File: config.mk
export PLATFORM = sky130hd
export DESIGN_NAME = sha256_sched_ctrl
export DESIGN_NICKNAME = d
export VERILOG_FILES = /design/src/rtl/sha256_sched_ctrl.sv
export SDC_FILE = /design/constraint.sdc
export NUM_CORES = 1
export LEC_CHECK = 0
export BUFFER_PORTS_ARGS = -buffer_cell sky130_fd_sc_hd__clkbuf_2
export CORE_MARGIN = 10
export CORE_UTILIZATION = 35
export CTS_CLUSTER_DIAMETER = 200
export CTS_CLUSTER_SIZE = 14
export DETAILED_ROUTE_END_ITERATION = 8
export PLACE_DENSITY = 0.58
export RECOVER_POWER = 100
export SETUP_SLACK_MARGIN = 0.05
export SLEW_MARGIN = 25
export SYNTH_ARGS = -nofsm -noshare
export SYNTH_HDL_FRONTEND = slang
export SYNTH_SLANG_ARGS = --single-unit
File: constraint.sdc
create_clock -name clock -period 9 [get_ports clock]
set_clock_uncertainty 0.05 [all_clocks]
set_input_delay 1.35 -clock clock [delete_from_list [all_inputs] [get_ports clock]]
set_output_delay 1.35 -clock clock [all_outputs]
set_load 0.005 [all_outputs]
File: src/rtl/sha256_sched_ctrl.sv
// sha256_sched_ctrl: SHA-256 message schedule sequencer and register-file port arbiter.
// Optional cycle counter output perf_cycles enabled by defining SCHED_PERF_CNT_EN.
module sha256_sched_ctrl #(
  parameter int ADDR_W = 6,
  parameter int LOAD_WORDS = 16,
  parameter int LAST_WORD = 63
) (
  input  logic              clock,
  input  logic              reset,
  input  logic              start,
  input  logic              in_valid,
  input  logic [31:0]       in_data,
  output logic              in_ready,
  input  logic              engine_release,
  input  logic [ADDR_W-1:0] ext_raddr,
  output logic [31:0]       ext_rdata,
  output logic              done,
  output logic              busy,
  output logic              rf_we,
  output logic [ADDR_W-1:0] rf_waddr,
  output logic [31:0]       rf_wdata,
  output logic [ADDR_W-1:0] rf_raddr,
  input  logic [31:0]       rf_rdata
`ifdef SCHED_PERF_CNT_EN
  ,
  output logic [15:0]       perf_cycles
`endif
);
  localparam logic [2:0] IDLE = 3'd0, LOAD = 3'd1, E16 = 3'd2, E15 = 3'd3, E7 = 3'd4, E2 = 3'd5, DONE = 3'd6;
  logic [2:0] state;
  logic [6:0] t;
  logic [31:0] acc;
  logic [ADDR_W-1:0] ta;
  logic enter_load;
  function automatic logic [31:0] sig0(input logic [31:0] x);
    return {x[6:0], x[31:7]} ^ {x[17:0], x[31:18]} ^ (x >> 3);
  endfunction
  function automatic logic [31:0] sig1(input logic [31:0] x);
    return {x[16:0], x[31:17]} ^ {x[18:0], x[31:19]} ^ (x >> 10);
  endfunction
  assign ta = t[ADDR_W-1:0];
  assign enter_load = start && (state == IDLE || state == DONE);
  always_ff @(posedge clock) begin
    if (reset) begin
      state <= IDLE;
      t <= '0;
      acc <= '0;
    end else if (enter_load) begin
      state <= LOAD;
      t <= '0;
    end else begin
      case (state)
        LOAD: if (in_valid) begin
          t <= t + 7'd1;
          if (t == 7'(LOAD_WORDS - 1)) state <= E16;
        end
        E16: begin
          acc <= rf_rdata;
          state <= E15;
        end
        E15: begin
          acc <= acc + sig0(rf_rdata);
          state <= E7;
        end
        E7: begin
          acc <= acc + rf_rdata;
          state <= E2;
        end
        E2: if (t == 7'(LAST_WORD)) state <= DONE;
        else begin
          t <= t + 7'd1;
          state <= E16;
        end
        DONE: if (engine_release) state <= IDLE;
        default: state <= IDLE;
      endcase
    end
  end
  // Loading reads one address ahead so the read port never aliases the write address.
  always_comb begin
    in_ready = state == LOAD;
    busy = state >= LOAD && state <= E2;
    done = state == DONE;
    rf_we = !reset && ((in_ready && in_valid) || state == E2);
    rf_waddr = rf_we ? ta : '0;
    rf_wdata = !rf_we ? '0 : in_ready ? in_data : acc + sig1(rf_rdata);
    rf_raddr = state == LOAD ? ta + ADDR_W'(1) :
               state == E16  ? ta - ADDR_W'(16) :
               state == E15  ? ta - ADDR_W'(15) :
               state == E7   ? ta - ADDR_W'(7) :
               state == E2   ? ta - ADDR_W'(2) :
               done          ? ext_raddr : '0;
    ext_rdata = done ? rf_rdata : '0;
  end
`ifdef SCHED_PERF_CNT_EN
  always_ff @(posedge clock) begin
    if (reset || enter_load) perf_cycles <= '0;
    else if (busy && perf_cycles != 16'hFFFF) perf_cycles <= perf_cycles + 16'd1;
  end
`endif
endmodule

==> summary.md <==
| Metric | Value |
|---|---|
| Count of final hold-check violations | `0` |
| Worst-path clk slew | `0.07 ns` |
| Ys Warns | `0` |
| MaxCap Viol Count | `6` |
| Total Power | `1.02 mW` |
| PortBufs | `about 150` |
| CTS Sinks | `42` |
| Post-synthesis sequential area ratio | `10.8%` |
| Largest net degree at the start of global routing | `around 70` |
| CTS Buf Count | `5` |
| RSZ-0062 raised after global routing | `false` |
| GP Congestion | `0.932` |
| Syn Nets | `1273` |
| Top cell type's share of synthesized area | `13.2%` |
| Post-synthesis mux area share | `0.930%` |
| DRC Markers | `0` |
| # IOs | `155` |
| PwrDens | `118 nW/um^2` |
| CP endpoint | `acc[31]$_SDFFE_PP0P_` |
| Max-slew headroom | `-80.3%` |
| Worst Path Class, Setup | `reg2reg` |
| Number of flops mapped to enable cells by yosys | `0` |
| DR WL/cell | `19.1 microns` |
| # H-tree levels | `2` |
| Synth unique cells | `71` |
| Most frequent cells in the layout | `nand2_1 (169), xnor2_1 (118), a21oi_1 (94)` |
| Synth Area in XOR/XNOR | `20.0%` |
| Mapped Area | `7800 sq um` |
| Initial detailed-routing violation count | `602` |
| Capture point of the worst reg-to-reg path | `acc[31]$_SDFFE_PP0P_` |
| Die W | `169 microns` |
| Initial Util | `between 30% and 40%` |
| CP required | `9.13 ns` |
| Hpwl dp | `~22000 microns` |
| Critical path peak fanout | `68` |
| Adder-Cell Fraction of Synth Area | `about an eighth` |
| Commonest non-fill, non-tap cell in the layout | `nand2_1` |
| Final instance area | `8630 sq um` |
| Clock root cell | `clkbuf_16` |
| Fmax achieved | `0.141 GHz` |
| Post-Synthesis Cells | `1123` |
| Placed instance area | `8600 sq um` |
| Register area | `841 sq um` |
| R2r setup slk | `1.90 ns` |
| Setup-failing EPs final | `0` |
| Arr. time, crit path | `7.23 ns` |
| Post-route ant nets | `0` |
| #FFs+latches synth | `42` |
| Status | `finished, violations left` |
| Clock Latency Late Sink | `around 0.30 ns` |
| Failing checks | `capacitance limit, slew limit` |
| Vias per cell | `5.45` |
| GRT Residual Overflow | `0` |
| Multi-input gate area in the final layout | `6460 sq um` |
| Gr usage total | `a little under a fifth` |
| Via count | `8089` |
| Synth-to-Final Area Change | `10.6%` |
| First-pass GRT wire length | `43900 microns` |
| Tcrit/Tclk final | `78.9%` |
| Worst R2R Path Depth | `14` |
| Setup crit start | `state[1]$_SDFFE_PP0P_` |
| Ys async rst share | `0%` |
| Post-synthesis average cell area | `around 7.0 sq um` |
| Critical Path End Type | `flip-flop` |
| Die ar. | `about 29000 sq um` |
| CTS Hold Buffers Added | `0` |
| CTS tree | `built` |
| Nets | `1353` |
| Sum Neg Setup Slack | `0 ns` |
| Number of global-route vias before repair | `7610` |
| Min Clock Period, post-route | `7.10 ns` |
| Cts repair resizes | `0` |
| Leakage | `3.65 nW` |
| Num rows | `54` |
| # Post-CTS Setup Buffers | `0` |
| Core Box Area | `approximately 22000 sq um` |
| Max IR drop VDD | `slightly above 90 uV` |
| 1st-pass router iterations | `5` |
| R2R Path Start | `state[1]$_SDFFE_PP0P_` |
| Post-synthesis simple-gate area fraction | `22.5%` |
| Synth top area cells | `xnor2_1 (13%), ha_1 (12%), dfxtp_1 (11%), nand2_1 (8.1%), xor2_1 (6.7%)` |
| Largest area contributor in the netlist | `xnor2_1` |
| Main flop type after synthesis | `dfxtp_1` |
| Worst-margin pin slew | `2.70 ns` |
| Compound-cell area share of the yosys netlist | `27.2%` |
| Critical Path Start Type | `flip-flop` |
| Fill cells | `2397` |
| Deepest clock path buffer count | `2` |
| Die Span Y | `169 microns` |
| Final WL | `about 28000 microns` |
| Hold Path Class | `reg2reg` |
| Largest family of logic cells by synthesized area | `compound AO/OA/AOI/OAI gates` |
| Slew Viols, Final | `about 280` |
| Fraction of layout cells with a size suffix above 1 | `9.73%` |
| Antenna violations before repair | `0` |
| Antenna Cells | `0` |
[cell families (layout without fill, tap and decap cells)]
family	Yosys count	in the layout
buf+inv	113	193
compound gates	325	325
fa+ha+maj	76	76
simple gates	382	382
flops	42	42
xor+xnor	178	178
mux	7	7
[synth_stat cells, drive strengths merged (3+ instances only)]
cell / instances
nand2: 169
xnor2: 118
a21oi: 95
nor2: 82
o21ai: 82
clkbuf: 74
ha: 73
xor2: 60
and3: 47
dfxtp: 42
a21o: 29
inv: 24
nand3: 23
a211oi: 19
a311oi: 19
nand2b: 16
a31oi: 12
o21bai: 12
buf: 10
and2: 9
nor3: 9
o211ai: 9
nor3b: 7
a221oi: 6
o21a: 6
o22ai: 6
mux2i: 5
o31ai: 5
a21boi: 4
nor2b: 4
a2111oi: 3
clkinv: 3
nand3b: 3
or2: 3
[flip-flops by register name (all words and copies together), names as in the netlist]
name and cells:
t 7, acc 32, state 3
[critical path, stage by stage (launching register included)]
cell	delay, ns
dfxtp_1	0.50
nand2b_1	0.40
nor2_4	0.13
clkbuf_1	1.90
o21ai_0	0.71
ha_1	0.55
a21o_2	0.20
o21ai_0	0.20
o311a_4	0.25
o21a_1	0.16
o31ai_1	0.15
a221oi_1	0.85
nor3_2	0.13
or4_1	0.50
a311oi_1	0.26
[where the power goes]
part	total, mW	switching [mW]	internal [mW]
registers	0.221	0.0222	0.198
logic	0.577	0.340	0.237
clock network	0.221	0.0838	0.137
total	1.02	0.447	0.573
[through the flow]
stage                     hold slack [ns]  cells  worst slack (ns)  utilization [%]
final                               0.467   1483              1.90             39.4
after global routing                0.509   1483              1.19             39.4
after CTS                           0.465   1483              2.82             40.1
after detailed placement            0.453   1476              2.81             39.3
after global placement              0.448   1476              2.94             39.3
after floorplan                     0.424   1123              3.24                -
[area by class of cell]
class / count / area share, %
repair buffers: 159 / 8.23
inverters: 27 / 1.17
flip-flops and latches: 42 / 9.74
multi-input cells: 968 / 74.8
clock inverters: 1 / 0.348
well taps: 280 / 4.06
clock buffers: 6 / 1.61
[how the worst min path moves through the flow]
stage	startpoint	end	slack, ns	cells after the start
global route	acc[0]$_SDFFE_PP0P_	acc[0]$_SDFFE_PP0P_	0.51	2
global placement	acc[23]$_SDFFE_PP0P_	acc[23]$_SDFFE_PP0P_	0.45	2
finish	acc[0]$_SDFFE_PP0P_	acc[0]$_SDFFE_PP0P_	0.47	2
floorplan	acc[23]$_SDFFE_PP0P_	acc[23]$_SDFFE_PP0P_	0.42	2
CTS	acc[0]$_SDFFE_PP0P_	acc[0]$_SDFFE_PP0P_	0.47	2
detailed placement	acc[0]$_SDFFE_PP0P_	acc[0]$_SDFFE_PP0P_	0.45	2
[metal layers]
layer	GRT usage [%]	wire length, microns
met3	2.99	1900
met1	26.7	13600
met4	4.65	586
met2	28.7	12300
met5	0	0
(Power assumes the default switching activity.)
